`config.mk`:
```
export PLATFORM = sky130hd
export DESIGN_NAME = bus_param_flat
export DESIGN_NICKNAME = d
export VERILOG_FILES = /design/src/rtl/bus_pkg.sv /design/src/rtl/bus_param_if.sv /design/src/rtl/bus_rr_arbiter.sv /design/src/rtl/bus_param.sv /design/src/flat_wrapper.sv
export SDC_FILE = /design/constraint.sdc
export NUM_CORES = 1
export LEC_CHECK = 0
export BUFFER_PORTS_ARGS = -buffer_cell sky130_fd_sc_hd__buf_2
export CAP_MARGIN = 20
export CORE_AREA = 3 3 249 251
export CTS_CLUSTER_SIZE = 24
export DETAILED_ROUTE_END_ITERATION = 8
export DIE_AREA = 0 0 252 254
export PLACE_DENSITY_LB_ADDON = 0.25
export SYNTH_ARGS = -nofsm -noshare
export SYNTH_HDL_FRONTEND = slang
export SYNTH_SLANG_ARGS = --single-unit
```
`constraint.sdc`:
```
create_clock -name clk -period 3.26 [get_ports clk]
set_input_delay 0.815 -clock clk [delete_from_list [all_inputs] [get_ports clk]]
set_output_delay 0.815 -clock clk [all_outputs]
set_load 0.02 [all_outputs]
```
`src/rtl/bus_pkg.sv`:
```
// Shared definitions for the bus_param shared-bus controller: active-low levels,
// read/write encodings, default widths, arbiter state type and a clog2 helper.
package bus_pkg;

    localparam logic ENABLE_  = 1'b0;
    localparam logic DISABLE_ = 1'b1;
    localparam logic READ     = 1'b1;
    localparam logic WRITE    = 1'b0;

    localparam int DEF_NUM_M   = 4;
    localparam int DEF_NUM_S   = 8;
    localparam int DEF_AW      = 30;
    localparam int DEF_DW      = 32;
    localparam int DEF_TIMEOUT = 255;

    typedef enum logic {
        ARB_IDLE,
        ARB_OWNED
    } arb_state_e;

    function automatic int clog2(input int value);
        int result;
        result = 0;
        for (int v = value - 1; v > 0; v = v >> 1) begin
            result++;
        end
        return result;
    endfunction

endpackage

```
`src/rtl/bus_param_if.sv`:
```
// Bundle of master-side and slave-side bus signals around the bus_param controller.
// The master modport is the controller's view; slave is the mirrored agent view.
interface bus_param_if #(
    parameter int NUM_M = 4,
    parameter int NUM_S = 8,
    parameter int AW    = 30,
    parameter int DW    = 32
);
    logic [NUM_M-1:0]    m_req_;
    logic [NUM_M-1:0]    m_grnt_;
    logic [NUM_M*AW-1:0] m_addr;
    logic [NUM_M-1:0]    m_as_;
    logic [NUM_M-1:0]    m_rw;
    logic [NUM_M*DW-1:0] m_wr_data;
    logic [DW-1:0]       m_rd_data;
    logic                m_rdy_;
    logic                m_err;
    logic [AW-1:0]       s_addr;
    logic                s_as_;
    logic                s_rw;
    logic [DW-1:0]       s_wr_data;
    logic [NUM_S-1:0]    s_cs_;
    logic [NUM_S*DW-1:0] s_rd_data;
    logic [NUM_S-1:0]    s_rdy_;

    modport master (
        input  m_req_, m_addr, m_as_, m_rw, m_wr_data, s_rd_data, s_rdy_,
        output m_grnt_, m_rd_data, m_rdy_, m_err,
               s_addr, s_as_, s_rw, s_wr_data, s_cs_
    );

    modport slave (
        output m_req_, m_addr, m_as_, m_rw, m_wr_data, s_rd_data, s_rdy_,
        input  m_grnt_, m_rd_data, m_rdy_, m_err,
               s_addr, s_as_, s_rw, s_wr_data, s_cs_
    );

endinterface

```
`src/rtl/bus_rr_arbiter.sv`:
```
// Registered round-robin arbiter: an owner keeps the bus while its request is held,
// and on release the search restarts just past the last owner.
module bus_rr_arbiter
    import bus_pkg::*;
#(
    parameter  int NUM_M = 4,
    localparam int MW    = clog2(NUM_M)
) (
    input  logic             clk,
    input  logic             reset,
    input  logic [NUM_M-1:0] req_n_i,
    output logic [NUM_M-1:0] grnt_n_o,
    output logic [MW-1:0]    owner_o,
    output logic             ownerValid_o
);

    localparam logic [NUM_M-1:0] ONE = NUM_M'(1);

    arb_state_e       state_q;
    logic [MW-1:0]    owner_q;
    logic [MW-1:0]    last_q;
    logic [NUM_M-1:0] grnt_q;

    logic             found;
    logic [MW-1:0]    pick;
    logic [MW-1:0]    cand;

    // Last owner is searched last, so it only wins again when nobody else asks.
    always_comb begin
        found = 1'b0;
        pick  = last_q;
        cand  = last_q;
        for (int i = 1; i <= NUM_M; i++) begin
            cand = MW'((int'(last_q) + i) % NUM_M);
            if (!found && req_n_i[cand] == ENABLE_) begin
                found = 1'b1;
                pick  = cand;
            end
        end
    end

    always_ff @(posedge clk or negedge reset) begin
        if (!reset) begin
            state_q <= ARB_IDLE;
            owner_q <= '0;
            last_q  <= MW'(NUM_M - 1);
            grnt_q  <= '1;
        end else if (state_q == ARB_IDLE || req_n_i[owner_q] == DISABLE_) begin
            if (found) begin
                state_q <= ARB_OWNED;
                owner_q <= pick;
                last_q  <= pick;
                grnt_q  <= ~(ONE << pick);
            end else begin
                state_q <= ARB_IDLE;
                grnt_q  <= '1;
            end
        end
    end

    assign grnt_n_o     = grnt_q;
    assign owner_o      = owner_q;
    assign ownerValid_o = (state_q == ARB_OWNED);

endmodule

```
`src/rtl/bus_param.sv`:
```
// Shared-bus controller: round-robin arbiter, master mux, address decode and slave mux.
// Define BUS_TIMEOUT_EN to add the watchdog that terminates unanswered transfers with m_err.
module bus_param
    import bus_pkg::*;
#(
    parameter int NUM_M   = DEF_NUM_M,
    parameter int NUM_S   = DEF_NUM_S,
    parameter int AW      = DEF_AW,
    parameter int DW      = DEF_DW,
    parameter int TIMEOUT = DEF_TIMEOUT
) (
    input logic         clk,
    input logic         reset,
    bus_param_if.master bus
);

    localparam int MW = clog2(NUM_M);
    localparam int SW = clog2(NUM_S);

    logic [NUM_M-1:0] grntN;
    logic [MW-1:0]    owner;
    logic             ownerValid;

    logic [AW-1:0]    sAddr;
    logic             sAs;
    logic             sRw;
    logic [DW-1:0]    sWrData;
    logic [SW-1:0]    slaveIdx;
    logic [NUM_S-1:0] csN;
    logic [DW-1:0]    selRdData;
    logic             selRdy;

    bus_rr_arbiter #(.NUM_M(NUM_M)) u_arbiter (
        .clk          (clk),
        .reset        (reset),
        .req_n_i      (bus.m_req_),
        .grnt_n_o     (grntN),
        .owner_o      (owner),
        .ownerValid_o (ownerValid)
    );

    always_comb begin
        sAddr   = '0;
        sAs     = DISABLE_;
        sRw     = READ;
        sWrData = '0;
        if (ownerValid) begin
            sAddr   = bus.m_addr[owner*AW +: AW];
            sAs     = bus.m_as_[owner];
            sRw     = bus.m_rw[owner];
            sWrData = bus.m_wr_data[owner*DW +: DW];
        end
    end

    // Top address bits pick the slave; indices beyond NUM_S simply match nothing.
    assign slaveIdx = sAddr[AW-1 -: SW];

    always_comb begin
        csN       = '1;
        selRdData = '0;
        selRdy    = DISABLE_;
        for (int j = 0; j < NUM_S; j++) begin
            if (sAs == ENABLE_ && slaveIdx == SW'(j)) begin
                csN[j]    = ENABLE_;
                selRdData = bus.s_rd_data[j*DW +: DW];
                selRdy    = bus.s_rdy_[j];
            end
        end
    end

`ifdef BUS_TIMEOUT_EN
    localparam int CW = 16;

    logic [CW-1:0] wdCnt_q;
    logic [CW-1:0] wdCnt_d;
    logic          waiting;
    logic          wdFire;

    // A slave answering on the limit cycle clears waiting, so the real ready wins.
    assign waiting = (sAs == ENABLE_) && (selRdy == DISABLE_);
    assign wdFire  = waiting && (wdCnt_q == CW'(TIMEOUT));
    assign wdCnt_d = (waiting && !wdFire) ? wdCnt_q + 1'b1 : '0;

    always_ff @(posedge clk or negedge reset) begin
        if (!reset) begin
            wdCnt_q <= '0;
        end else begin
            wdCnt_q <= wdCnt_d;
        end
    end

    assign bus.m_rdy_    = wdFire ? ENABLE_ : selRdy;
    assign bus.m_err     = wdFire;
    assign bus.m_rd_data = wdFire ? '0 : selRdData;
`else
    assign bus.m_rdy_    = selRdy;
    assign bus.m_err     = 1'b0;
    assign bus.m_rd_data = selRdData;
`endif

    assign bus.m_grnt_   = grntN;
    assign bus.s_addr    = sAddr;
    assign bus.s_as_     = sAs;
    assign bus.s_rw      = sRw;
    assign bus.s_wr_data = sWrData;
    assign bus.s_cs_     = csN;

endmodule
```
`src/flat_wrapper.sv`:
```
// flat-port wrapper written by rule: the top's interface ports become plain ports
module bus_param_flat import bus_pkg::*;
#(
    parameter int NUM_M   = DEF_NUM_M,
    parameter int NUM_S   = DEF_NUM_S,
    parameter int AW      = DEF_AW,
    parameter int DW      = DEF_DW,
    parameter int TIMEOUT = DEF_TIMEOUT
)
  (clk, reset, bus_m_req_, bus_m_addr, bus_m_as_, bus_m_rw, bus_m_wr_data, bus_s_rd_data, bus_s_rdy_, bus_m_grnt_, bus_m_rd_data, bus_m_rdy_, bus_m_err, bus_s_addr, bus_s_as_, bus_s_rw, bus_s_wr_data, bus_s_cs_);
  bus_param_if #(.NUM_M(NUM_M), .NUM_S(NUM_S), .AW(AW), .DW(DW)) bus_i ();
  input logic clk;
  input logic reset;
  input wire logic [$bits(bus_i.m_req_)-1:0] bus_m_req_;
  input wire logic [$bits(bus_i.m_addr)-1:0] bus_m_addr;
  input wire logic [$bits(bus_i.m_as_)-1:0] bus_m_as_;
  input wire logic [$bits(bus_i.m_rw)-1:0] bus_m_rw;
  input wire logic [$bits(bus_i.m_wr_data)-1:0] bus_m_wr_data;
  input wire logic [$bits(bus_i.s_rd_data)-1:0] bus_s_rd_data;
  input wire logic [$bits(bus_i.s_rdy_)-1:0] bus_s_rdy_;
  output wire logic [$bits(bus_i.m_grnt_)-1:0] bus_m_grnt_;
  output wire logic [$bits(bus_i.m_rd_data)-1:0] bus_m_rd_data;
  output wire logic [$bits(bus_i.m_rdy_)-1:0] bus_m_rdy_;
  output wire logic [$bits(bus_i.m_err)-1:0] bus_m_err;
  output wire logic [$bits(bus_i.s_addr)-1:0] bus_s_addr;
  output wire logic [$bits(bus_i.s_as_)-1:0] bus_s_as_;
  output wire logic [$bits(bus_i.s_rw)-1:0] bus_s_rw;
  output wire logic [$bits(bus_i.s_wr_data)-1:0] bus_s_wr_data;
  output wire logic [$bits(bus_i.s_cs_)-1:0] bus_s_cs_;
  assign bus_i.m_req_ = bus_m_req_;
  assign bus_i.m_addr = bus_m_addr;
  assign bus_i.m_as_ = bus_m_as_;
  assign bus_i.m_rw = bus_m_rw;
  assign bus_i.m_wr_data = bus_m_wr_data;
  assign bus_i.s_rd_data = bus_s_rd_data;
  assign bus_i.s_rdy_ = bus_s_rdy_;
  assign bus_m_grnt_ = bus_i.m_grnt_;
  assign bus_m_rd_data = bus_i.m_rd_data;
  assign bus_m_rdy_ = bus_i.m_rdy_;
  assign bus_m_err = bus_i.m_err;
  assign bus_s_addr = bus_i.s_addr;
  assign bus_s_as_ = bus_i.s_as_;
  assign bus_s_rw = bus_i.s_rw;
  assign bus_s_wr_data = bus_i.s_wr_data;
  assign bus_s_cs_ = bus_i.s_cs_;
  bus_param #(.NUM_M(NUM_M), .NUM_S(NUM_S), .AW(AW), .DW(DW), .TIMEOUT(TIMEOUT)) u_core (.clk(clk), .reset(reset), .bus(bus_i));
endmodule
```
; ---- Word level (Yosys, flattened, before mapping)
; Cells that the tools add are included.
; W data, S select, Z words.
[totals]
reg_bits = 9
out_inout_bits = 110
wordCells = 98
[classes]
n_addsub = 4
n_mul = 1
n_lt_le_gt_ge = 5
n_eq_ne = 7
n_shift = 3
n_mux = 52
bitwise_logic = 6
n_reduce_logical = 16
[op_table]
columns = cell, count
row1 = $mux W32, 9
row2 = $shiftx A128 B8 Y32, 1
row3 = $shiftx A120 B8 Y30, 1
row4 = $mux W1, 30
row5 = $mux W30, 1
row6 = $lt A2 B3 Y1 const B, 5
row7 = $bmux W1 S2, 7
row8 = $eq A3 B3 Y1 const B, 4
row9 = $logic_and A1 B1 Y1, 11
row10 = $mux W2, 4
row11 = $eq A3 B2 Y1 const B, 2
row12 = $mul A2 B4 Y6 const B, 1
row13 = $not A1 Y1, 5
row14 = $add A2 B1 Y2 const B, 2
row15 = $add A2 B2 Y2 const B, 2
row16 = $mux W4, 1
row17 = $not A4 Y4, 1
row18 = $shl A1 B2 Y4 const A, 1
row19 = $eq A3 B1 Y1 const B, 1
row20 = $logic_not A3 Y1, 1
row21 = $logic_not A1 Y1, 2
row22 = $reduce_and A2 Y1, 1
row23 = $logic_or A1 B1 Y1, 1

; ---- Logic depth before layout (Yosys ltp)
; Gate-level depths: netlist of the first run.
[logic_depth]
depth_word = 15
mapped_depth = 9
ltp_nobuf = 6

; ---- By module
; From an unflattened synthesis of the first run, not the netlist that was laid out.
[unflattened]
hier_cells = 563
area_unflattened_um2 = 4944.7
[by_module_without_submodules]
columns = mod, n_inst, cells_each, area_each_um2, seq_area_each_um2
row1 = bus_param, 1, 528, 4490.6, 0.0
row2 = bus_rr_arbiter, 1, 35, 454.2, 232.7

; ---- Worst setup path before layout of the first run
; OpenSTA, ideal clock, no wires.
[synth_path]
kind = input port to output port
from = input port bus_m_addr[117]
to = output port bus_m_rdy_
arrival_ns = 2.522
required_ns = 2.445
path_slack_ns = -0.077
cell_stages = 7
path_cell_list = mux4_2 buf_6 buf_6 and2b_1 nand3b_1 o21ai_0 a211oi_1
[synth_via]
elab_chain_len = 12
[synth_lines]
columns = item, line_no
row1 = from (decl), flat_wrapper.sv:15  ; input wire logic [$bits(bus_i.m_addr)-1:0] bus_m_addr;
row2 = $shiftx A120 B8 Y30 *, bus_param.sv:48  ; sAddr = bus.m_addr[owner*AW +: AW];
row3 = $mux W30 *, bus_param.sv:47  ; if (ownerValid) begin
row4 = $logic_not A3 Y1, bus_param.sv:63  ; if (sAs == ENABLE_ && slaveIdx == SW'(j)) begin
row5 = $logic_and A1 B1 Y1, bus_param.sv:63
row6 = $mux W1 (7 in a row), bus_param.sv:63
row7 = $mux W1 *, bus_param.sv:63
row8 = to (decl), flat_wrapper.sv:23  ; output wire logic [$bits(bus_i.m_rdy_)-1:0] bus_m_rdy_;
; Every way passes the cells marked *; elsewhere a longest branch is shown, timed or not.

; ---- Worst setup path after layout of the first run
[layout_path]
from = input port bus_m_addr[117]
to = output port bus_m_rd_data[27]
[layout_via]
elab_chain_len = 12
[layout_lines]
columns = item, line_no
row1 = $shiftx A120 B8 Y30 *, bus_param.sv:48
row2 = $mux W30 *, bus_param.sv:47
row3 = $logic_not A3 Y1, bus_param.sv:63
row4 = $logic_and A1 B1 Y1, bus_param.sv:63
row5 = $mux W32 (7 in a row), bus_param.sv:63
row6 = $mux W32 *, bus_param.sv:63
row7 = to (decl), flat_wrapper.sv:22  ; output wire logic [$bits(bus_i.m_rd_data)-1:0] bus_m_rd_data;
; Marks and branches as above.

==> metrics.txt, run 1 <==
Synth area leaders mux4_2, mux2i_1, and2_1; gr ovfl total 0; Post-Place Worst Slack -0.515 ns; Clock transition at path regs 0.04 ns; WL/cell 19.9 microns; Final setup viols 36; Tcrit/Tclk final 1.11; H-tree level count 1; Top FF cell, synth dfstp_2; leakage 4.87 nW; Post-Syn Instances 448; Iter 0 DRT Violations 299; outcome finished with violations; Post-Syn Area 4790 sq um; CTS tree yes; Initial Util 0.0797; first-pass GRT wire length 50900 microns; Pins Over Slew Limit 0; chip height 254 microns; Port Buf Inserts 634; setup slack after layout -0.350 ns; residual DRC count 0; Worst-Margin Slew 0.550 ns; Critical Path Start Type primary input; unique cell type count in the Yosys netlist 47; antenna violations before repair 7; Synth Net Count 974; number of synthesized register bits 9; Avg Vias per Cell 3.74; Crit Path Category in2out; row count 90; sequential-to-total area share from yosys stat 0.0486; RSZ-0062 raised after global routing true; number of global-route vias before repair 7833; Worst EP arrival 2.80 ns; Global Route Usage Sum 0.108; CP Data Required Time 2.44 ns; worst vdd ir 0.323 mV; fmax 277 MHz; Yosys Warn Count 0; clk_lat worst skew 0.23 ns; area grow syn2layout 117%; Clock Sinks 9; leading cell types by count after synthesis mux4_2, and2_1, mux2i_1; FFs w/ async S/R, synth 1.00; hold crit path type in2async; die footprint 64000 sq um; routability-driven placement congestion ratio 0.860; Die X 252 microns; Core Region 60100 sq um; Hold Vio Cnt, Final 0; violated checks setup timing; Slew headroom 0.633; cell taking the most area after synthesis mux4_2; final wirelength 38000 microns; CP max FO 19; Post-DRT Antenna Nets 0; largest net degree at the start of global routing 63; worst hold slack 0.432 ns; total via count in the routed design 7145; minimum clock period 3.61 ns; fin nets 1651; Setup crit end kind output pin; IO Count 636; post-detail-place hpwl 32400 microns; number of max-cap violations 0; count leader, synth mux4_2; post-synth top area share 0.442; clk root buf clkbuf_16; Hold-fix buffers, CTS 0; r2r setup slk 1.17 ns; EDFF count, synth 0; clk_skew 0.000952 ns; deepest clock path buffer count 2; layout cells sized above 1 0.794; P per Cell Area 900 nW/um^2; TritonCTS Buffers 3; DR pass1 iterations 4; Avg Inst Size Synth 10.7 sq um
## worst paths after layout
check,cells past startpoint,end,startpoint
setup / recovery,7,bus_m_rd_data[27],bus_m_addr[117]
hold / removal,1,u_core.u_arbiter.owner_o[0],reset
setup reg to reg,5,u_core.u_arbiter.owner_o[0],u_core.u_arbiter.owner_o[1]
hold reg to reg,1,u_core.u_arbiter.grnt_n_o[2],u_core.u_arbiter.grnt_n_o[2]
max in group asynchronous,1,u_core.u_arbiter.grnt_n_o[0],reset
min in group clk,1,u_core.u_arbiter.grnt_n_o[2],u_core.u_arbiter.grnt_n_o[2]
## critical path, stage by stage
cell    delay, ns
buf_6        0.09
mux4_4       0.66
buf_16       0.21
buf_4        0.18
mux4_2       0.42
a22o_1       0.22
buf_2        0.17
## cell families after synthesis
group | Yosys count | synth area share
compound gates | 80 | 0.117
simple gates | 143 | 0.164
flops | 9 | 0.0486
mux | 158 | 0.610
buf+inv | 57 | 0.0595
other cells | 1 | 0.000782
## cell usage in the layout, fill, tap and decap left out, types with 3 or more instances in the layout
cell type and n:
mux2_1 3, a21oi_2 6, nand2b_1 3, inv_1 4, mux2_2 10, nand3_1 3, buf_12 17, mux4_2 96
buf_4 60, dfstp_2 6, a22o_1 20, buf_2 592, o21ai_2 6, o22ai_2 6, and2_1 62, buf_8 3
mux4_1 5, nand2_2 4, a21oi_1 7, nor2_1 6, o21ai_1 5, nand2_1 36, mux2i_1 40, diode_2 3
nor2b_1 9, clkbuf_16 7, o21ai_0 4, buf_16 6, buf_6 42, nand3_2 6
## flip-flops by register name, indices dropped and copies added, names as in the netlist
| name | cells |
|---|---|
| u_core.u_arbiter.ownerValid_o | 1 |
| u_core.u_arbiter.last_q | 2 |
| u_core.u_arbiter.grnt_n_o | 4 |
| u_core.u_arbiter.owner_o | 2 |
## metrics by stage
| step | TNS (ns) | power [W] | instances | util | cell area, sq um |
|---|---|---|---|---|---|
| 2_1_floorplan | -0.000566 | 0.00490 | 448 | - | 4820 |
| 3_3_place_gp | -12.37 | 0.00777 | 1877 | 0.155 | 9350 |
| 3_5_place_dp | -12.58 | 0.00777 | 1877 | 0.155 | 9350 |
| 4_1_cts | -10.31 | 0.00911 | 1897 | 0.167 | 10100 |
| 5_1_grt | -11.40 | 0.00997 | 1907 | 0.173 | 10400 |
| 6_report | -9.71 | 0.00937 | 1909 | 0.173 | 10400 |
## metal layers
| layer | track usage | wire (microns) |
|---|---|---|
| met1 | 0.115 | 13600 |
| met2 | 0.214 | 20600 |
| met3 | 0.0172 | 2670 |
| met4 | 0.0348 | 1100 |
| met5 | 0 | 0 |
## report_power, final
part	leakage (nW)	internal (W)	switching (W)
logic	4.74	0.00450	0.00442
clock network	0.0382	0.000163	0.0000501
registers	0.0929	0.000185	0.0000545
## final cells by class
class | count | area [sq um]
fillers | 6804 | 49700
repair buffers | 725 | 4570
multi-input cells | 382 | 4520
well taps | 782 | 978
flip-flops and latches | 9 | 239
clock buffers | 4 | 78.8
inverters | 4 | 15.0
diodes | 3 | 7.51
## what timing repair did
item,CTS,global route
endpoints found under the setup margin,41,41
cloned,6,4
setup buffers,10,6
gates resized for setup,98,45
pin swaps,19,17
Note: power is estimated with default switching activity, not from simulation.
==> inputs of run 2 (changes only) <==
- REMOVE_ABC_BUFFERS: unset -> 1
- SETUP_SLACK_MARGIN: unset -> 0.1
==> metrics.txt, run 2 (same netlist as run 1, synthesis figures left out) <==
deepest clock path buffer count 2 (unchanged); final instance area 10500 sq um (+1.0%); Crit Path Category in2out; Pins Over Slew Limit 0 (unchanged); Worst EP arrival 2.77 ns (-0.03 ns); CTS tree yes; Global Route Usage Sum 0.119 (+0.0112); Avg Vias per Cell 3.75 (about the same); post-detail-place hpwl 34400 microns (+6.3%); clk root buf clkbuf_16; gr ovfl total 0 (unchanged); layout cells sized above 1 0.791 (-0.00219); worst vdd ir 0.532 mV (+65%); Clock Sinks 9 (unchanged); Critical Path Start Type primary input; H-tree level count 1 (unchanged); setup slack after layout -0.321 ns (+0.0290 ns); Clock transition at path regs 0.04 ns (about the same); IO Count 636 (unchanged); Worst-Margin Slew 0.625 ns (+0.0755 ns); Die X 252 microns (unchanged); P per Cell Area 937 nW/um^2 (+4.1%); total via count in the routed design 7118 (-0.38%); clk_lat worst skew 0.23 ns (about the same); WL/cell 22.3 microns (+12%); Tcrit/Tclk final 1.10 (-0.00889); antenna violations before repair 10 (+3); Hold Vio Cnt, Final 0 (unchanged); die footprint 64000 sq um (unchanged); TritonCTS Buffers 3 (unchanged); hold crit path type in2async; largest net degree at the start of global routing 65 (+3.2%); CP max FO 7 (-12); final wirelength 42400 microns (+12%); first-pass GRT wire length 54800 microns (+7.6%); minimum clock period 3.58 ns (-0.0290 ns); Core Region 60100 sq um (unchanged); max reg flops 4 (unchanged); fmax 279 MHz (+0.81%); fin nets 1644 (-0.42%); Final setup viols 38 (+5.6%); Slew headroom 0.583 (-0.0503); Power Total 0.00986 W (+5.2%); number of global-route vias before repair 7599 (-3.0%); violated checks setup timing; chip height 254 microns (unchanged); Initial Util 0.0797 (unchanged); Post-DRT Antenna Nets 0 (unchanged); DR pass1 iterations 5 (+1); CP Data Required Time 2.44 ns (about the same); residual DRC count 0 (unchanged); most frequent cells in the layout buf_2, mux4_2, and2_1, buf_6, buf_4; clk_skew 0.000751 ns (-0.000201 ns); commonest non-fill, non-tap cell in the layout buf_2; Iter 0 DRT Violations 405 (+35%); area grow syn2layout 119%; final core utilization 0.175 (+0.00181); row count 90 (unchanged); outcome finished with violations; placed inst area 9210 sq um (-1.5%); Setup crit end kind output pin; Port Buf Inserts 634 (unchanged); routability-driven placement congestion ratio 0.907 (+5.5%); number of max-cap violations 0 (unchanged); RSZ-0062 raised after global routing true; leakage 4.91 nW (+0.73%)
==> run 2: worst paths after layout <==
| path | start | endpoint | slack [ns] | depth (start not counted) |
|---|---|---|---|---|
| min | reset | u_core.u_arbiter.owner_o[0] | 0.44 | 1 |
| min reg2reg | u_core.u_arbiter.grnt_n_o[2] | u_core.u_arbiter.grnt_n_o[2] | 0.53 | 1 |
| max reg2reg | u_core.u_arbiter.owner_o[1] | u_core.u_arbiter.owner_o[0] | 0.98 | 5 |
| max in group asynchronous | reset | u_core.u_arbiter.last_q[0] | 2.57 | 1 |
| min in group clk | u_core.u_arbiter.grnt_n_o[2] | u_core.u_arbiter.grnt_n_o[2] | 0.53 | 1 |
| max | bus_m_addr[117] | bus_m_rd_data[19] | -0.32 | 7 |
==> run 2: final cells by class <==
class	count	area (sq um)
Sequential cell	9	241
Clock buffer	4	78.8
Timing Repair Buffer	718	4640
Multi-Input combinational cell	382	4560
Inverter	4	15.0
Antenna cell	1	2.50
Tap cell	782	978
Fill cell	6796	49600
==> run 2: through the flow <==
step	instances	TNS (ns)	worst slack (ns)	hold slack, ns
2_1_floorplan	395	-191.60	-3.02	0.513
3_3_place_gp	1863	-11.64	-0.510	0.507
3_5_place_dp	1863	-12.33	-0.476	0.515
4_1_cts	1882	-10.70	-0.376	0.439
5_1_grt	1900	-11.21	-0.367	0.445
6_report	1900	-8.95	-0.321	0.436
==> run 2: worst max-delay path, stage by stage <==
cell	delay, ns
buf_6	0.10
mux4_4	0.68
buf_12	0.20
clkbuf_16	0.17
mux4_2	0.42
a22o_1	0.20
buf_2	0.16
==> run 2: power by group <==
group	switching, W	internal (W)	leakage (nW)	total (W)
clock	0.0000528	0.000163	0.0382	0.000216
sequential	0.0000576	0.000188	0.0931	0.000246
combinational	0.00477	0.00462	4.78	0.00939
==> run 2: per-layer routing <==
layer,up-vias,part of all wire,global-route usage
met5,-,0.0021,0
met4,12,0.0092,0.0125
met3,32,0.087,0.0356
met2,376,0.48,0.201
met1,3527,0.43,0.155
li1,3171,-,-
==> run 2: repair_timing <==
item,4_1_cts,5_1_grt
endpoints found under the setup margin,55,45
buffers inserted,8,13
hold buffers,0,0
pin swaps,19,28
resized for setup,94,93
gates cloned,7,6
==> inputs of run 3 (changes only) <==
- CTS_BUF_LIST: unset -> sky130_fd_sc_hd__clkbuf_16
==> metrics.txt, run 3 (same netlist as run 1, synthesis figures left out) <==
routability-driven placement congestion ratio 0.907 (unchanged); die footprint 64000 sq um (unchanged); Core Region 60100 sq um (unchanged); post-detail-place hpwl 34400 microns (unchanged); chip height 254 microns (unchanged); worst vdd ir 0.532 mV (about the same); CP Data Required Time 2.44 ns (about the same); Worst-Margin Slew 0.625 ns (+0.0000124 ns); Switching Share 0.495 (about the same); leakage 4.91 nW (about the same); Sw Pwr 0.00488 W (about the same); commonest non-fill, non-tap cell in the layout buf_2; multi-input logic area 4560 sq um (unchanged); number of max-cap violations 0 (unchanged); CTS tree yes; P_int 0.00497 W (about the same); final setup TNS -8.96 ns (-0.00991 ns); fin nets 1644 (unchanged); Tcrit/Tclk final 1.10 (about the same); largest net degree at the start of global routing 65 (unchanged); Final setup viols 38 (unchanged); Die X 252 microns (unchanged); placed cell count 1863 (unchanged); outcome finished with violations; max reg flops 4 (unchanged); Initial Util 0.0797 (unchanged); first-pass GRT wire length 54800 microns (unchanged); gr ovfl total 0 (unchanged); Slew headroom 0.583 (about the same); final wirelength 42400 microns (about the same); Worst EP arrival 2.77 ns (about the same); Iter 0 DRT Violations 405 (unchanged); sequential share of power 0.025 (about the same); P per Cell Area 937 nW/um^2 (about the same); row count 90 (unchanged); combinational power share 0.953 (about the same); fmax 279 MHz (about the same); IO Count 636 (unchanged); Port Buf Inserts 634 (unchanged); Pins Over Slew Limit 0 (unchanged); hold crit path type in2async; Setup crit end kind output pin; TritonCTS Buffers 3 (unchanged); Crit Path Category in2out; RSZ-0062 raised after global routing true; number of global-route vias before repair 7599 (unchanged); antenna violations before repair 10 (unchanged); minimum clock period 3.58 ns (-0.0000880 ns); DR pass1 iterations 5 (unchanged); Finished Layout Cells 1900 (unchanged); Clock transition at path regs 0.04 ns (about the same); violated checks setup timing; deepest clock path buffer count 2 (unchanged); Global Route Usage Sum 0.119 (unchanged); Hold-fix buffers, CTS 0 (unchanged); residual DRC count 0 (unchanged); clk root buf clkbuf_16; Filler cells 6796 (unchanged); setup slack after layout -0.321 ns (+0.0000880 ns); CP max FO 7 (unchanged); clk_lat worst skew 0.23 ns (about the same); worst hold slack 0.435 ns (-0.000450 ns); Clock Sinks 9 (unchanged); Post-DRT Antenna Nets 0 (unchanged); Critical Path Start Type primary input; area of all sequential standard cells 241 sq um (unchanged); layout cells sized above 1 0.791 (unchanged); total via count in the routed design 7120 (+0.028%); Hold Vio Cnt, Final 0 (unchanged); clock network power share 0.022 (about the same); final core utilization 0.175 (unchanged); Avg Vias per Cell 3.75 (about the same); area grow syn2layout 119% (unchanged); most frequent cells in the layout buf_2, mux4_2, and2_1, buf_6, buf_4; clk_skew 0.000827 ns (+0.0000761 ns); H-tree level count 1 (unchanged); WL/cell 22.3 microns (about the same)
run 3: cell types whose count changed in the layout (fill, tap and decap cells not counted):
| cell | change |
|---|---|
| inv_1 | +1 |
| clkbuf_1 | -1 |
run 3: layout make-up:
class | count | area share
Antenna cell | 1 | 0.000238
Clock buffer | 3 | 0.00714
Clock inverter | 1 | 0.000357
Inverter | 4 | 0.00143
Multi-Input combinational cell | 382 | 0.434
Sequential cell | 9 | 0.0230
Tap cell | 782 | 0.0930
Timing Repair Buffer | 718 | 0.441
run 3: power by group through the flow:
stage	sequential (W)	clock [W]	combinational, W
6_report	0.000246	0.000213	0.00939
3_3_place_gp	0.000249	0	0.00754
3_5_place_dp	0.000249	0	0.00756
2_1_floorplan	0.000518	0	0.00424
5_1_grt	0.000256	0.000226	0.0100
4_1_cts	0.000248	0.000216	0.00864
run 3: worst paths after layout:
kind / from / to / slack, ns / cells after the start
worst max register to register: u_core.u_arbiter.owner_o[1] / u_core.u_arbiter.owner_o[0] / 0.99 / 5
max in group asynchronous: reset / u_core.u_arbiter.last_q[0] / 2.57 / 1
min in group clk: u_core.u_arbiter.grnt_n_o[2] / u_core.u_arbiter.grnt_n_o[2] / 0.53 / 1
worst min-delay path: reset / u_core.u_arbiter.owner_o[0] / 0.44 / 1
worst max-delay path: bus_m_addr[117] / bus_m_rd_data[19] / -0.32 / 7
worst min register to register: u_core.u_arbiter.grnt_n_o[2] / u_core.u_arbiter.grnt_n_o[2] / 0.53 / 1
run 3: worst max-delay path, stage by stage:
cell	delay (ns)
buf_6	0.10
mux4_4	0.68
buf_12	0.20
clkbuf_16	0.17
mux4_2	0.42
a22o_1	0.20
buf_2	0.16
run 3: repair_timing:
| item | in CTS | in global routing |
|---|---|---|
| endpoints found under the hold margin | 0 | 0 |
| setup endpoints to repair | 55 | 45 |
| resized for setup | 94 | 93 |
| pin swaps | 19 | 28 |
| setup buffers | 8 | 13 |
| cloned | 7 | 6 |
run 3: through the flow:
stage	instance area, sq um	worst slack [ns]	total power (W)
final	10500	-0.321	0.00985
after global routing	10500	-0.367	0.0105
after CTS	9920	-0.376	0.00910
after detailed placement	9210	-0.476	0.00781
after global placement	9210	-0.510	0.00779
after floorplan	4520	-3.02	0.00476
run 3: routing by layer:
metal | part of all wire | GRT usage
met3 | 0.087 | 0.0356
met1 | 0.43 | 0.155
met5 | 0.0021 | 0
met2 | 0.48 | 0.201
met4 | 0.0092 | 0.0125
